$ cat src/rtl/apb_pkg.sv
// -----------------------------------------------------------------------------
// apb_pkg
// Shared definitions for the APB memory completer family:
//   - apb_state_e     : completer FSM states (IDLE, ACCESS)
//   - apb_err_e       : error-cause codes (ERR_NONE, ERR_MISALIGN, ERR_RANGE)
//   - MAX_WAIT_STATES : largest wait-state count the counter can hold
//   - WAIT_CNT_W      : width of the wait-state counter
// -----------------------------------------------------------------------------
package apb_pkg;

    typedef enum logic [0:0] {
        IDLE   = 1'b0,
        ACCESS = 1'b1
    } apb_state_e;

    typedef enum logic [1:0] {
        ERR_NONE     = 2'd0,
        ERR_MISALIGN = 2'd1,
        ERR_RANGE    = 2'd2
    } apb_err_e;

    localparam int MAX_WAIT_STATES = 15;
    localparam int WAIT_CNT_W      = 4;

endpackage : apb_pkg

$ cat src/rtl/apb_mem_slave_ram.sv
// -----------------------------------------------------------------------------
// apb_mem_slave_ram
// MEM_DEPTH x DATA_WIDTH flop array, byte-enable synchronous write and
// asynchronous (combinational) read.
//
// Ports:
//   i_clk    in   1               write clock (rising edge)
//   i_we     in   1               write enable
//   i_be     in   DATA_WIDTH/8    byte enables, one per byte lane
//   i_addr   in   ADDR_W          word address
//   i_wdata  in   DATA_WIDTH      write data
//   o_rdata  out  DATA_WIDTH      read data for i_addr (0 when beyond depth)
// -----------------------------------------------------------------------------
module apb_mem_slave_ram #(
    parameter int DATA_WIDTH = 32,
    parameter int MEM_DEPTH  = 16,
    parameter int ADDR_W     = 4
) (
    input  logic                    i_clk,
    input  logic                    i_we,
    input  logic [DATA_WIDTH/8-1:0] i_be,
    input  logic [ADDR_W-1:0]       i_addr,
    input  logic [DATA_WIDTH-1:0]   i_wdata,
    output logic [DATA_WIDTH-1:0]   o_rdata
);

    localparam int NBYTES = DATA_WIDTH / 8;

    logic [DATA_WIDTH-1:0] r_mem [MEM_DEPTH];
    logic                  w_in_range;

    // A non-power-of-two depth leaves address codes with no backing word.
    assign w_in_range = (32'(i_addr) < 32'(MEM_DEPTH));

    // NOTE: the array has no reset on purpose; contents are undefined until
    // written, which lets the tools map it onto plain enable flops or RAM.
    always_ff @(posedge i_clk) begin
        if (i_we && w_in_range) begin
            for (int b = 0; b < NBYTES; b++) begin
                if (i_be[b]) begin
                    r_mem[i_addr][8*b +: 8] <= i_wdata[8*b +: 8];
                end
            end
        end
    end

    assign o_rdata = w_in_range ? r_mem[i_addr] : '0;

endmodule : apb_mem_slave_ram

$ cat src/rtl/apb_mem_slave.sv
// -----------------------------------------------------------------------------
// apb_mem_slave
// APB3 completer fronting a word-addressed storage array. Inserts WAIT_STATES
// PREADY-low cycles per access and flags misaligned or out-of-range
// addresses with PSLVERR.
//
// Optional feature macro: APB_MEM_SLAVE_PSTRB_EN
//   defined   -> PSTRB port exists; writes update only strobed byte lanes.
//   undefined -> no PSTRB port; every successful write updates the full word.
//
// Ports:
//   PCLK     in   1              clock, rising edge
//   PRESET   in   1              asynchronous active-low reset
//   PSEL     in   1              select
//   PENABLE  in   1              access phase
//   PWRITE   in   1              1 = write, 0 = read
//   PADDR    in   ADDR_WIDTH     byte address
//   PWDATA   in   DATA_WIDTH     write data
//   PSTRB    in   DATA_WIDTH/8   byte write strobes (APB_MEM_SLAVE_PSTRB_EN only)
//   PREADY   out  1              transfer complete
//   PRDATA   out  DATA_WIDTH     read data (0 unless an error-free read completes)
//   PSLVERR  out  1              error response, qualified by PREADY
// -----------------------------------------------------------------------------
module apb_mem_slave
    import apb_pkg::*;
#(
    parameter int ADDR_WIDTH  = 8,
    parameter int DATA_WIDTH  = 32,
    parameter int MEM_DEPTH   = 16,
    parameter int WAIT_STATES = 2
) (
    input  logic                    PCLK,
    input  logic                    PRESET,
    input  logic                    PSEL,
    input  logic                    PENABLE,
    input  logic                    PWRITE,
    input  logic [ADDR_WIDTH-1:0]   PADDR,
    input  logic [DATA_WIDTH-1:0]   PWDATA,
`ifdef APB_MEM_SLAVE_PSTRB_EN
    input  logic [DATA_WIDTH/8-1:0] PSTRB,
`endif
    output logic                    PREADY,
    output logic [DATA_WIDTH-1:0]   PRDATA,
    output logic                    PSLVERR
);

    localparam int NBYTES = DATA_WIDTH / 8;
    localparam int OFFS_W = $clog2(NBYTES);
    localparam int IDX_W  = ADDR_WIDTH - OFFS_W;
    localparam int RAM_AW = (MEM_DEPTH > 1) ? $clog2(MEM_DEPTH) : 1;

    // Elaboration-time parameter sanity checks.
    if (DATA_WIDTH != 8 && DATA_WIDTH != 16 && DATA_WIDTH != 32 && DATA_WIDTH != 64) begin : g_bad_dw
        $error("apb_mem_slave: DATA_WIDTH must be 8, 16, 32 or 64");
    end
    if (WAIT_STATES < 0 || WAIT_STATES > MAX_WAIT_STATES) begin : g_bad_ws
        $error("apb_mem_slave: WAIT_STATES out of range 0..15");
    end
    if (MEM_DEPTH < 1 || MEM_DEPTH > (2 ** IDX_W)) begin : g_bad_depth
        $error("apb_mem_slave: MEM_DEPTH not addressable by PADDR");
    end

    // ---------------------------------------------------------------------
    // State
    // ---------------------------------------------------------------------
    apb_state_e            r_state;
    apb_state_e            w_state_nxt;
    logic [WAIT_CNT_W-1:0] r_cnt;
    logic [WAIT_CNT_W-1:0] w_cnt_nxt;

    // ---------------------------------------------------------------------
    // Address decode and error classification
    // ---------------------------------------------------------------------
    logic [IDX_W-1:0]      w_index;
    logic                  w_misalign;
    logic                  w_range_err;
    apb_err_e              w_err_cause;
    logic                  w_err;

    assign w_index     = PADDR[ADDR_WIDTH-1:OFFS_W];
    assign w_range_err = (32'(w_index) >= 32'(MEM_DEPTH));

    if (OFFS_W == 0) begin : g_no_offs
        assign w_misalign = 1'b0;
    end else begin : g_offs
        assign w_misalign = |PADDR[OFFS_W-1:0];
    end

    // Misalignment takes priority when both causes are present; either one
    // produces the same PSLVERR, the cause code is kept for visibility.
    // NOTE: every output of a combinational block gets a default first so no
    // path leaves it unassigned and no latch is inferred.
    always_comb begin
        w_err_cause = ERR_NONE;
        if (w_misalign) begin
            w_err_cause = ERR_MISALIGN;
        end else if (w_range_err) begin
            w_err_cause = ERR_RANGE;
        end
    end

    assign w_err = (w_err_cause != ERR_NONE);

    // ---------------------------------------------------------------------
    // FSM: next state and wait counter
    // ---------------------------------------------------------------------
    always_comb begin
        w_state_nxt = r_state;
        w_cnt_nxt   = r_cnt;
        case (r_state)
            IDLE: begin
                if (PSEL && !PENABLE) begin
                    w_state_nxt = ACCESS;
                    w_cnt_nxt   = WAIT_CNT_W'(WAIT_STATES);
                end
            end
            ACCESS: begin
                if (!PSEL || !PENABLE) begin
                    // Master abandoned the transfer: no write, no response.
                    w_state_nxt = IDLE;
                    w_cnt_nxt   = '0;
                end else if (r_cnt != '0) begin
                    w_cnt_nxt = r_cnt - 1'b1;
                end else begin
                    w_state_nxt = IDLE;
                end
            end
            default: begin
                w_state_nxt = IDLE;
                w_cnt_nxt   = '0;
            end
        endcase
    end

    // NOTE: sequential state uses non-blocking assignments so every flop
    // samples pre-edge values regardless of process ordering.
    always_ff @(posedge PCLK or negedge PRESET) begin
        if (!PRESET) begin
            r_state <= IDLE;
            r_cnt   <= '0;
        end else begin
            r_state <= w_state_nxt;
            r_cnt   <= w_cnt_nxt;
        end
    end

    // ---------------------------------------------------------------------
    // Response
    // ---------------------------------------------------------------------
    // Outputs are decoded from registered state, so PRESET forces them to
    // zero at once and the completing edge can never be reached mid-reset.
    logic                    w_pready;
    logic                    w_we;
    logic [NBYTES-1:0]       w_strb;
    logic [DATA_WIDTH-1:0]   w_ram_rdata;

    assign w_pready = (r_state == ACCESS) && (r_cnt == '0) && PSEL && PENABLE;
    assign w_we     = w_pready && PWRITE && !w_err;

`ifdef APB_MEM_SLAVE_PSTRB_EN
    assign w_strb = PSTRB;
`else
    assign w_strb = '1;
`endif

    apb_mem_slave_ram #(
        .DATA_WIDTH (DATA_WIDTH),
        .MEM_DEPTH  (MEM_DEPTH),
        .ADDR_W     (RAM_AW)
    ) u_ram (
        .i_clk   (PCLK),
        .i_we    (w_we),
        .i_be    (w_strb),
        .i_addr  (w_index[RAM_AW-1:0]),
        .i_wdata (PWDATA),
        .o_rdata (w_ram_rdata)
    );

    assign PREADY  = w_pready;
    assign PSLVERR = w_pready && w_err;
    assign PRDATA  = (w_pready && !PWRITE && !w_err) ? w_ram_rdata : '0;

endmodule : apb_mem_slave

$ cat config.mk
export PLATFORM = sky130hd
export DESIGN_NAME = apb_mem_slave
export DESIGN_NICKNAME = d
export VERILOG_FILES = /design/src/rtl/apb_pkg.sv /design/src/rtl/apb_mem_slave_ram.sv /design/src/rtl/apb_mem_slave.sv
export SDC_FILE = /design/constraint.sdc
export NUM_CORES = 1
export LEC_CHECK = 0
export CORE_ASPECT_RATIO = 1.5
export CORE_MARGIN = 2
export CORE_UTILIZATION = 57
export CTS_CLUSTER_DIAMETER = 30
export CTS_CLUSTER_SIZE = 40
export DETAILED_ROUTE_END_ITERATION = 7
export DONT_BUFFER_PORTS = 1
export GPL_TIMING_DRIVEN = 0
export PLACE_DENSITY = 0.75
export SLEW_MARGIN = 20
export SYNTH_ARGS = -nofsm -noshare
export SYNTH_HDL_FRONTEND = slang
export SYNTH_SLANG_ARGS = --single-unit
$ cat constraint.sdc
create_clock -name PCLK -period 3.95 [get_ports PCLK]
set_input_delay 0.5925 -clock PCLK [delete_from_list [all_inputs] [get_ports PCLK]]
set_output_delay 0.5925 -clock PCLK [all_outputs]
set_load 0.005 [all_outputs]
[Yosys cells after proc, flatten, opt, wreduce, memory -nomap -nowiden]
Memory sizes are Yosys's and may differ from the RTL's.
Index checks and enable logic that the tools add are counted.
Storage, ports and cells
  ROM bits: 0
  bits in writable memories: 512
  output and inout bits: 34
  bits of input ports: 45
  word-level logic and storage cells: 40
  bits in latches: 0
  memories: 1
  flip-flop bits (word level): 5
Memory list
  u_ram.r_mem: words 16, bits a word 32, read ports 1, clocked after Yosys merged registers in 0, write ports 1, RTL line apb_mem_slave_ram.sv:29  | logic [DATA_WIDTH-1:0] r_mem [MEM_DEPTH];
Cells by class
  order comparisons: 1
  eq/ne operators: 2
  add/subtract/negate cells: 1
  divide/modulo/power cells: 0
  multiply operators: 0
  reduce and logical (&&, ||, !) cells: 19
  bitwise operators: 1
  mux-type cells: 13
  shift operators: 0
Operators by type and width (number)
  2-to-1 mux 32 bit: 1
  2-to-1 mux 4 bit: 3
  logical AND 1 bit: 9
  case mux 4 bit (2 select lines): 1
  >= comparator 6 x 5 -> 1 bit (second input constant): 1
  2-to-1 mux 1 bit: 5
  logical NOT 1 bit: 4
  logical NOT 4 bit: 1
  2-to-1 mux 2 bit: 2
  nonzero test 4 bit: 1
  subtractor 4 x 1 -> 4 bit (second input constant): 1
  != test 3 x 1 -> 1 bit (second input constant): 1
  != test 2 bit (second input constant): 1
  case mux 1 bit (2 select lines): 1
  AND reduction 2 bit: 1
  nonzero test 2 bit: 1
  OR reduction 2 bit: 1
  logical OR 1 bit: 1
  inverter 1 bit: 1

[Logic depth before layout (Yosys ltp)]
  depth in word-level cells: 8
  depth in mapped cells: 7
  depth with buffers taken out: 6

[Cells and area by module]
From an unflattened synthesis, not the netlist that was laid out.
Unflattened totals
  cells, all modules: 955
  area total of the unflattened synthesis: 20110.5 sq um
Modules (own cells, without submodules)
  apb_mem_slave_ram: seq. area each 15374.7 sq um, area an instance 19488.7 sq um, times used 1, cells an instance 878
  apb_mem_slave: seq. area each 125.1 sq um, area an instance 621.8 sq um, times used 1, cells an instance 77

[Worst setup path before layout]
OpenSTA, ideal clock, no wires.
  path type: input to register
  start: input PADDR[1]
  end: memory u_ram.r_mem[3][0] (enable)
  stages: 4
  slack: -92 ps
  data required time: 3489 ps
  setup time: 461 ps
  arrival: 3581 ps
  buffers on the path: 0
  cell sequence: nor4_2 -> and4_1 -> nand3_1 -> nor3_1
Between the ends
  cells in the longest elaborated chain, start to end: 7
RTL lines
  start: declaration: RTL line apb_mem_slave.sv:37  | input logic [ADDR_WIDTH-1:0] PADDR,
  OR reduction 2 bit: RTL line apb_mem_slave.sv:86  | assign w_misalign = |PADDR[OFFS_W-1:0];
  2-to-1 mux 2 bit: RTL line apb_mem_slave.sv:95  | if (w_misalign) begin
  nonzero test 2 bit: RTL line apb_mem_slave.sv:102  | assign w_err = (w_err_cause != ERR_NONE);
  logical NOT 1 bit: RTL line apb_mem_slave.sv:158  | assign w_we = w_pready && PWRITE && !w_err;
  logical AND 1 bit: RTL line apb_mem_slave.sv:158
  2-to-1 mux 1 bit: RTL line apb_mem_slave_ram.sv:38  | if (i_we && w_in_range) begin
  2-to-1 mux 1 bit (not written as such): RTL line apb_mem_slave_ram.sv:41  | r_mem[i_addr][8*b +: 8] <= i_wdata[8*b +: 8];
  end: declaration: RTL line apb_mem_slave_ram.sv:29
Every way passes these cells.

[Worst setup path after layout]
  start: register r_cnt[0]
  end: memory u_ram.r_mem[2][13] (enable)
Between the ends
  cells in the longest elaborated chain, start to end: 8
RTL lines
  start: declaration: RTL line apb_mem_slave.sv:68  | logic [WAIT_CNT_W-1:0] r_cnt;
  start signal: assignment: RTL line apb_mem_slave.sv:143  | r_cnt <= w_cnt_nxt;
  logical NOT 4 bit: RTL line apb_mem_slave.sv:157  | assign w_pready = (r_state == ACCESS) && (r_cnt == '0) && PSEL && PENABLE;
  logical AND 1 bit (3 in series): RTL line apb_mem_slave.sv:157
  logical AND 1 bit (2 in series): RTL line apb_mem_slave.sv:158
  2-to-1 mux 1 bit: RTL line apb_mem_slave_ram.sv:38
  2-to-1 mux 1 bit (not written as such): RTL line apb_mem_slave_ram.sv:41
Every way passes these cells.

==> results.sh <==
export IMPL_status="complete, no violations"
export IMPL_place_ws_ps=642
export IMPL_synth_cell_types=42
export IMPL_p_leak_nw=7.69
export IMPL_antenna_found_initial=0
export IMPL_cts_max_level=3
export IMPL_die_h_microns=234
export IMPL_drt_iter0_markers=893
export IMPL_fmax_mhz=295
export IMPL_final_common_cell="edfxtp_1"
export IMPL_syn_area_per_cell_sq_um=20.3
export IMPL_diodes=0
export IMPL_portBuffers=0
export IMPL_rows=84
export IMPL_final_nets=1129
export IMPL_die_width_microns=157
export IMPL_postRouteAntennaNets=0
export IMPL_timing_rr_start="r_cnt[0]$_DFFE_PN0P_"
export IMPL_core_sq_mm=0.0349
export IMPL_ir_drop_v=0.000355
export IMPL_p_total_mw=12.8
export IMPL_post_cts_buffers=0
export IMPL_critPathArrivalTime_ps=3680
export IMPL_startpoint_type="flop"
export IMPL_syn_area_sq_mm=0.0200
export IMPL_clk_latency_ps=600
export IMPL_ys_flop_type="edfxtp_1"
export IMPL_worst_pin_slew_ps=940
export IMPL_fin_area_sq_mm=0.0237
export IMPL_cts_tree="yes"
export IMPL_place_area_sq_mm=0.0213
export IMPL_cts_resized=0
export IMPL_synthCells=987
export IMPL_hp_start="PWDATA[3]"
export IMPL_crit_fanout=12
export IMPL_setup_violations=0
export IMPL_drive_gt1_share_pct=28.0
export IMPL_critPathRequiredTime_ps=4240
export IMPL_cap_violations=0
export IMPL_fin_skew_ps=12.4
export IMPL_synth_seq_cells=517
export IMPL_io_pins=79
export IMPL_mostFrequentLayoutCells="edfxtp_1, mux2i_1, clkbuf_16"
export IMPL_ys_seq_area_share_pct=77.3
export IMPL_setup_ws_ps=559
export IMPL_hold_worst_slack_ps=84.8
export IMPL_wire_per_inst_microns=27.8
export IMPL_power_density_mw_per_mm2=542
export IMPL_grt_overflow_total=0
export IMPL_async_flop_share_pct=0.967
export IMPL_placed_cells=1483
export IMPL_numCtsBuffers=69
export IMPL_finalNonFillerCells=1612
export IMPL_crit_start="r_cnt[0]$_DFFE_PN0P_"
export IMPL_crit_type="reg -> reg"
export IMPL_drc=0
export IMPL_grt_setup_unrepaired="false"
export IMPL_n_fill_cell=2110
export IMPL_syn_to_final_growth_pct=18.1
export IMPL_grt_first_pass_wirelength_microns=65800
export IMPL_grt_usage_pct=25.2
export IMPL_dp_hpwl_microns=28300
export IMPL_place_gp_congestion=0.758
export IMPL_postLayoutCoreUtil_pct=67.8
export IMPL_via_per_inst=6.22
export IMPL_dr_total_vias=10000
export IMPL_syn_num_nets=1034
export IMPL_grt_pass1_vias=10700
export IMPL_wl_microns=44800
export IMPL_min_path_type="in -> reg"
export IMPL_slew_viol_final=0
export IMPL_yosys_warnings=0
export IMPL_end_kind="flop"
export IMPL_period_share_pct=85.9
export IMPL_hold_violations=0
export IMPL_tns_ps=0
export IMPL_relSlewSlack_pct=37.3
export IMPL_firstDrtPassIters=7
export IMPL_numClockSinks=517
export IMPL_start_util_pct=57.4
export IMPL_fin_crit_ps=3390
export IMPL_grt_max_degree=21
export IMPL_clkTransAtPathRegs_ps=60
export IMPL_root_buffer="clkbuf_16"
export IMPL_clockBufferDepth=3
export IMPL_dieArea_sq_mm=0.0367
export IMPL_synth_edf_count=512
export IMPL_cts_hold_buf=1
[cell type report]
class | instances | area (sq um) | share of cell area (%)
buffer | 57 | 332 | 1.40
clock inverter | 54 | 651 | 2.75
sequential | 517 | 15500 | 65.5
tap | 473 | 592 | 2.50
clock buffer | 74 | 1750 | 7.37
multi-input combinational | 410 | 4330 | 18.3
timing repair buffer | 24 | 507 | 2.14
inverter | 3 | 11.3 | 0.0476
[worst paths after layout]
check                                                    end  slack, ps  cells past startpoint
worst max-delay path            u_ram.r_mem[2][13]$_DFFE_PP_        560                      8
worst min-delay path             u_ram.r_mem[4][3]$_DFFE_PP_         80                      0
worst max register to register  u_ram.r_mem[2][13]$_DFFE_PP_        560                      8
worst min register to register          r_cnt[3]$_DFFE_PN0P_        530                      1
max in group asynchronous               r_cnt[2]$_DFFE_PN0P_       3440                      1
min in group asynchronous               r_cnt[0]$_DFFE_PN0P_        300                      1
[synthesized netlist by cell type, types with 3 or more instances]
cell type / instances / area share, %
a31oi_1: 3 / 0.094
mux4_2: 64 / 7.2
nand3_1: 4 / 0.10
o211ai_1: 32 / 1.2
buf_4: 10 / 0.37
mux2_2: 31 / 1.7
o22ai_1: 32 / 1.0
nand3b_1: 4 / 0.15
buf_6: 6 / 0.34
dfrtp_1: 5 / 0.62
edfxtp_1: 512 / 77
nor3_1: 14 / 0.35
clkbuf_1: 17 / 0.32
a22oi_1: 31 / 1.2
nor3_2: 22 / 1.1
mux2i_1: 97 / 4.8
buf_2: 22 / 0.55
inv_1: 3 / 0.056
nand2_1: 35 / 0.66
nor2_1: 14 / 0.26
[sequential cells by signal, summed over array words and instances, names as in the netlist]
name and cells:
r_cnt 4, r_state 1, u_ram.r_mem 512
[logic make-up (layout without fill, tap and decap cells)]
kind of cell / after synthesis / in the layout / share of synthesized area (%)
flops: 517 / 517 / 77.3
simple gates: 109 / 109 / 3.27
fa+ha+maj: 2 / 2 / 0.125
compound gates: 107 / 107 / 3.77
mux: 192 / 192 / 13.8
buf+inv: 60 / 212 / 1.71
[worst max-delay path, cell delays in order, from the launching register on]
cell and delay (ps):
dfrtp_1 420, inv_1 110, ha_1 170, nor3b_2 340
and4_1 390, nand3b_1 380, nor3_4 780, buf_6 290
buf_8 190
[where the power goes]
part | internal (mW) | switching [mW] | total [mW]
clock | 3.84 | 2.49 | 6.33
combinational | 0.181 | 0.241 | 0.421
sequential | 6.04 | 0.0179 | 6.06
[metal layers]
| metal | global-route usage [%] | share of wire [%] | vias up |
|---|---|---|---|
| met4 | 10.2 | 3.2 | 0 |
| li1 | - | - | 4289 |
| met2 | 45.8 | 55 | 391 |
| met1 | 28.3 | 35 | 5255 |
| met5 | 0 | 0 | - |
| met3 | 5.83 | 6.3 | 95 |
(Power assumes the default switching activity.)
